--- src/rtl/tl_phase_sequencer_pkg.sv ---
// Shared definitions for the traffic-light phase sequencer.
//   state_t  : the eight light-cycle states S0..S7 (even = green/left, odd = yellow)
//   light_t  : light codes driven to the street lamp drivers
//   lights_t : the pair of light codes for street A and street B
//   decode_lights() : Moore decode from state to both streets' light codes
package tl_phase_sequencer_pkg;

  typedef enum logic [2:0] {
    S0 = 3'd0,  // A through green
    S1 = 3'd1,  // A yellow after through
    S2 = 3'd2,  // A left turn
    S3 = 3'd3,  // A yellow after left
    S4 = 3'd4,  // B through green
    S5 = 3'd5,  // B yellow after through
    S6 = 3'd6,  // B left turn
    S7 = 3'd7   // B yellow after left
  } state_t;

  typedef enum logic [1:0] {
    L_GREEN  = 2'b00,
    L_YELLOW = 2'b01,
    L_LEFT   = 2'b10,
    L_RED    = 2'b11
  } light_t;

  typedef struct packed {
    light_t la;
    light_t lb;
  } lights_t;

  function automatic lights_t decode_lights(input state_t s);
    lights_t l;
    l.la = L_RED;
    l.lb = L_RED;
    case (s)
      S0: l.la = L_GREEN;
      S1: l.la = L_YELLOW;
      S2: l.la = L_LEFT;
      S3: l.la = L_YELLOW;
      S4: l.lb = L_GREEN;
      S5: l.lb = L_YELLOW;
      S6: l.lb = L_LEFT;
      S7: l.lb = L_YELLOW;
      default: begin
        l.la = L_RED;
        l.lb = L_RED;
      end
    endcase
    return l;
  endfunction

endpackage

--- src/rtl/tl_phase_timer.sv ---
// Dwell counter for the phase sequencer: counts cycles spent in the current
// state. Clears on clr (state change), freezes when en is low, saturates at
// its all-ones value.
//   clk   : system clock, rising edge
//   reset : asynchronous active-high reset, forces dwell to 0
//   en    : advance enable; when low the count holds
//   clr   : restart the count at 0 on this edge (state is changing)
//   dwell : cycles already spent in the current state
module tl_phase_timer #(
  parameter int CNT_W = 8
) (
  input  logic             clk,
  input  logic             reset,
  input  logic             en,
  input  logic             clr,
  output logic [CNT_W-1:0] dwell
);

  localparam logic [CNT_W-1:0] CNT_MAX = '1;

  always_ff @(posedge clk or posedge reset) begin
    if (reset) begin
      dwell <= '0;
    end else if (en) begin
      if (clr) begin
        dwell <= '0;
      end else if (dwell != CNT_MAX) begin
        dwell <= dwell + 1'b1;
      end
    end
  end

endmodule

--- src/rtl/tl_phase_sequencer.sv ---
// Timed phase sequencer for a four-approach intersection with left-turn
// phases. Walks S0..S7 with a minimum green, a maximum-green fairness cap,
// a fixed yellow time and skipping of left phases nobody is waiting for.
//   clk   : system clock, rising edge
//   reset : asynchronous active-high reset (S0, dwell 0)
//   en    : advance enable; low freezes state and dwell, sensors ignored
//   Ta/Tal/Tb/Tbl : traffic sensors (A through, A left, B through, B left)
//   state : current state register {q2,q1,q0}
//   La/Lb : light codes for street A / street B
//   dwell : cycles already spent in the current state
module tl_phase_sequencer
  import tl_phase_sequencer_pkg::*;
#(
  parameter int CNT_W     = 8,
  parameter int MIN_GREEN = 4,
  parameter int MAX_GREEN = 16,
  parameter int YELLOW    = 3
) (
  input  logic             clk,
  input  logic             reset,
  input  logic             en,
  input  logic             Ta,
  input  logic             Tal,
  input  logic             Tb,
  input  logic             Tbl,
  output logic [2:0]       state,
  output logic [1:0]       La,
  output logic [1:0]       Lb,
  output logic [CNT_W-1:0] dwell
);

  // Exit thresholds expressed as the dwell value seen in the last cycle.
  localparam logic [CNT_W-1:0] MIN_LAST = CNT_W'(MIN_GREEN - 1);
  localparam logic [CNT_W-1:0] MAX_LAST = CNT_W'(MAX_GREEN - 1);
  localparam logic [CNT_W-1:0] YEL_LAST = CNT_W'(YELLOW - 1);

  state_t  state_reg;
  state_t  state_next;
  logic    sensor;
  logic    leave;
  lights_t lights;

  // Successor state and the sensor that holds the current green/left phase.
  // For S1/S5 the successor depends on whether anyone waits for the left.
  always_comb begin
    sensor     = 1'b0;
    state_next = state_reg;
    case (state_reg)
      S0: begin sensor = Ta;  state_next = S1; end
      S1: state_next = Tal ? S2 : S4;
      S2: begin sensor = Tal; state_next = S3; end
      S3: state_next = S4;
      S4: begin sensor = Tb;  state_next = S5; end
      S5: state_next = Tbl ? S6 : S0;
      S6: begin sensor = Tbl; state_next = S7; end
      S7: state_next = S0;
      default: state_next = S0;
    endcase
  end

  // Odd states are yellow with a fixed dwell; even states hold while their
  // sensor is asserted, but the max-green cap overrides a busy sensor.
  always_comb begin
    leave = 1'b0;
    if (state_reg[0]) begin
      leave = (dwell == YEL_LAST);
    end else begin
      leave = ((dwell >= MIN_LAST) && !sensor) || (dwell == MAX_LAST);
    end
  end

  always_ff @(posedge clk or posedge reset) begin
    if (reset) begin
      state_reg <= S0;
    end else if (en && leave) begin
      state_reg <= state_next;
    end
  end

  // The timer is gated by the same enable, so a frozen cycle neither clears
  // nor advances the count.
  tl_phase_timer #(
    .CNT_W (CNT_W)
  ) u_timer (
    .clk   (clk),
    .reset (reset),
    .en    (en),
    .clr   (leave),
    .dwell (dwell)
  );

  assign lights = decode_lights(state_reg);
  assign state  = state_reg;
  assign La     = lights.la;
  assign Lb     = lights.lb;

endmodule

--- config.mk ---
export PLATFORM = sky130hd
export DESIGN_NAME = tl_phase_sequencer
export DESIGN_NICKNAME = d
export VERILOG_FILES = /design/src/rtl/tl_phase_sequencer_pkg.sv /design/src/rtl/tl_phase_timer.sv /design/src/rtl/tl_phase_sequencer.sv
export SDC_FILE = /design/constraint.sdc
export NUM_CORES = 1
export LEC_CHECK = 0
export CORE_MARGIN = 8
export CORE_UTILIZATION = 30
export DETAILED_ROUTE_END_ITERATION = 7
export PLACE_DENSITY_LB_ADDON = 0.08
export SLEW_MARGIN = 30
export SYNTH_ARGS = -nofsm -noshare
export SYNTH_HDL_FRONTEND = slang
export SYNTH_SLANG_ARGS = --single-unit
--- constraint.sdc ---
create_clock -name clk -period 2.85 [get_ports clk]
set_input_delay 0.57 -clock clk [delete_from_list [all_inputs] [get_ports clk]]
set_output_delay 0.57 -clock clk [all_outputs]
set_load 0.02 [all_outputs]
==> summary.txt <==
Outcome
  – Status: completed

Die
  – I/O pin total: 22
  – Die area: around 4500 sq um
  – Row count: 18
  – Die width: 67.3 um
  – Starting density of the core: 31.6%
  – Core area: 2500 sq um
  – Die height: 67.3 um

Setup path
  – Critical path arrival: 1.62 ns
  – Critical path class: flop to output pin
  – CP Launch Type: flop
  – CP Data Required Time: 2.28 ns
  – Crit path max fanout: 8
  – Crit. End Element: output pin

Logic synthesis
  – Post-synthesis sequential area ratio: 34.8%
  – Share of synthesized area spent on multiplexers: 5.38%
  – Syn avg cell area: 9.64 sq um
  – Largest family of logic cells by synthesized area: compound AO/OA/AOI/OAI gates
  – Mapped Nets: 91
  – #FFs+latches synth: 11
  – Xor/xnor cell area share of the yosys netlist: 4.43%
  – Netlist Area Pre-Place: 791 sq um
  – Synth Area in Adders: 3.16%
  – Synth cell types: 37
  – Mapped Cells: 82
  – Ys Warns: 0
  – Fraction of the mapped netlist area in compound gates: 22.8%
  – Post-Synth Simple-Gate Area: 22.8%

STA
  – RSZ-0062 raised after global routing: no
  – Worst Max-Slew Pin Slew: 0.561 ns
  – Setup TNS: 0 ns
  – Clk_skew: 0.00477 ns
  – Fmax achieved: 0.456 GHz
  – Pins over their slew limit: 0
  – Post-route clock period utilization: a little under 80%
  – Relative slew margins: 62.3%
  – Final setup viols: 0
  – Number of hold violations in the final report: 0
  – Crit path time final: 2.19 ns

Place
  – Placed instance count: between 100 and 150
  – Port Buffers: 21
  – GPL Wtd Cong: between 0.7 and 0.8
  – Area post-placement: 1030 sq um
  – Post-DP HPWL: about 1.6 mm

Cells and area
  – Final core utilization: between 40% and 50%
  – Max reg flops: 8
  – Design Area, Final: 1060 sq um
  – # fillers: 252
  – Flip-flop and latch area: 275 sq um
  – Area added between synthesis and finish: 33.7%
  – # nets final: 117
  – Multi-input gate area: around 460 sq um
  – Layout cells sized above 1: roughly 11%
  – N_diodes: 0
  – Layout Cells excl Fill: 137

Clock network
  – Clk root buf: clkbuf_4
  – H-tree level count: 1
  – Setup Buffers After CTS: 0
  – Post_cts resized: 0
  – Num CTS Buffers: 3
  – Post-CTS Hold Buffers: 0
  – CTS tree: done
  – CTS max path bufs: 2
  – CTS Sinks: 11
  – Clock slew at reported path FFs: 0.07 ns
  – Worst skew pair latency: 0.27 ns

Route
  – DR pass1 iterations: 4
  – Wirelength, routed: 2.05 mm
  – Via count: 742
  – Routed Antenna Nets: 0
  – DRC Markers: 0
  – Via/cell ratio: 5.42
  – Average wire per standard cell: 15.0 um
  – DR iter-0 viols: 26

Global route
  – First-pass GRT wire length: ~3.3 mm
  – Initial antenna violation count: 0
  – Largest net degree at the start of global routing: 12
  – Number of global-route vias before repair: around 700
  – Grt ovf: 0
  – Tot GR Track Use: a little under a tenth

Power and ir drop
  – Peak supply drop: around 0.56 mV
  – Pwr Total: 1010 uW
  – Lkg Pwr: 0.000414 uW
  – Power per Cell Area: 954 nW/um^2

Min path
  – Worst Hold Class: input pin to async pin

Run
  – Max_cap viols: 0
[critical path: stages (launching register included)]
cell,delay [ns]
dfrtp_1,0.46
inv_1,0.14
nand2_1,0.08
nand2_1,0.07
clkdlybuf4s50_1,0.60
[stage by stage]
step | setup slack, ns | hold slack [ns]
after floorplan | 1.01 | 0.422
after global placement | 0.559 | 0.569
after detailed placement | 0.526 | 0.589
after CTS | 0.641 | 0.600
after global routing | 0.539 | 0.623
final | 0.659 | 0.587
[power by group]
| part | internal [uW] | switching, uW | total (uW) |
|---|---|---|---|
| clock | 54.1 | 52.3 | 106 |
| combinational | 284 | 297 | 580 |
| sequential | 210 | 111 | 321 |
[cells in the mapped netlist (all sizes together)]
cell type   n  area share [%]
a31oi       1            0.79
xor2        2             2.2
o32ai       1             1.1
or2         1            0.79
o2111ai     3             3.3
nand3       3             1.9
or3         1            0.79
ha          2             3.2
o21ba       1             1.3
a311o       1             1.3
dfrtp      11              35
nand2b      3             2.4
nor3b       1            0.95
o21a        1            0.95
mux2i       2             2.5
and2        1            0.79
a21boi      1            0.95
nand4       1            0.79
o311a       1             1.3
nor3        5             3.2
mux4        1             2.8
buf         2             2.8
nor4        2             3.5
or2b        1            0.95
and3        2             1.6
a211oi      1            0.95
o211ai      3             2.8
o31ai       2             1.9
a2111oi     1             1.1
nand2       8             3.8
o21ai       5             5.1
or4         1             1.4
xnor2       2             2.2
inv         8             3.8
[layout make-up]
cell class	count	area share, %
Inverter	8	2.84
Tap cell	30	3.55
Multi-Input combinational cell	61	43.8
Sequential cell	11	26.0
Timing Repair Buffer	23	21.3
Clock buffer	4	2.49
[logic make-up (layout without fill, tap and decap cells)]
| logic type | Yosys count | after routing |
|---|---|---|
| buf+inv | 10 | 35 |
| compound gates | 22 | 22 |
| xor+xnor | 4 | 4 |
| simple gates | 30 | 30 |
| fa+ha+maj | 2 | 2 |
| flops | 11 | 11 |
| mux | 3 | 3 |
[per-layer routing]
| layer | part of all wire (%) | wire length (um) | up-vias | track usage, % |
|---|---|---|---|---|
| met2 | 42 | 858 | 21 | 14.1 |
| met4 | 1.2 | 25 | 0 | 3.92 |
| met1 | 49 | 1010 | 355 | 12.0 |
| li1 | - | - | 362 | - |
| met5 | 0 | 0 | - | 0 |
| met3 | 7.9 | 163 | 4 | 3.31 |
[cells in the final DEF (no fill, tap or decap), types with 2 or more instances in the layout]
cell type        instances
and3_1                   2
buf_4                    2
clkbuf_4                 3
clkdlybuf4s50_1         21
dfrtp_1                 11
ha_1                     2
inv_1                    8
mux2i_1                  2
nand2_1                  8
nand2b_1                 3
nand3_1                  3
nor3_1                   5
o2111ai_1                3
o211ai_1                 3
o21ai_0                  3
o31ai_1                  2
xnor2_1                  2
xor2_1                   2
[worst paths after layout]
kind / start / to / slack, ns / depth (start not counted)
worst max-delay path: state[0] / Lb[1] / 0.66 / 4
worst min-delay path: reset / u_timer.dwell[3] / 0.59 / 2
worst max register to register: u_timer.dwell[4] / state[2] / 0.75 / 4
worst min register to register: u_timer.dwell[0] / u_timer.dwell[0] / 0.59 / 1
max in group asynchronous: reset / state[0] / 1.97 / 2
min in group clk: u_timer.dwell[0] / u_timer.dwell[0] / 0.59 / 1
(Power assumes the default switching activity.)
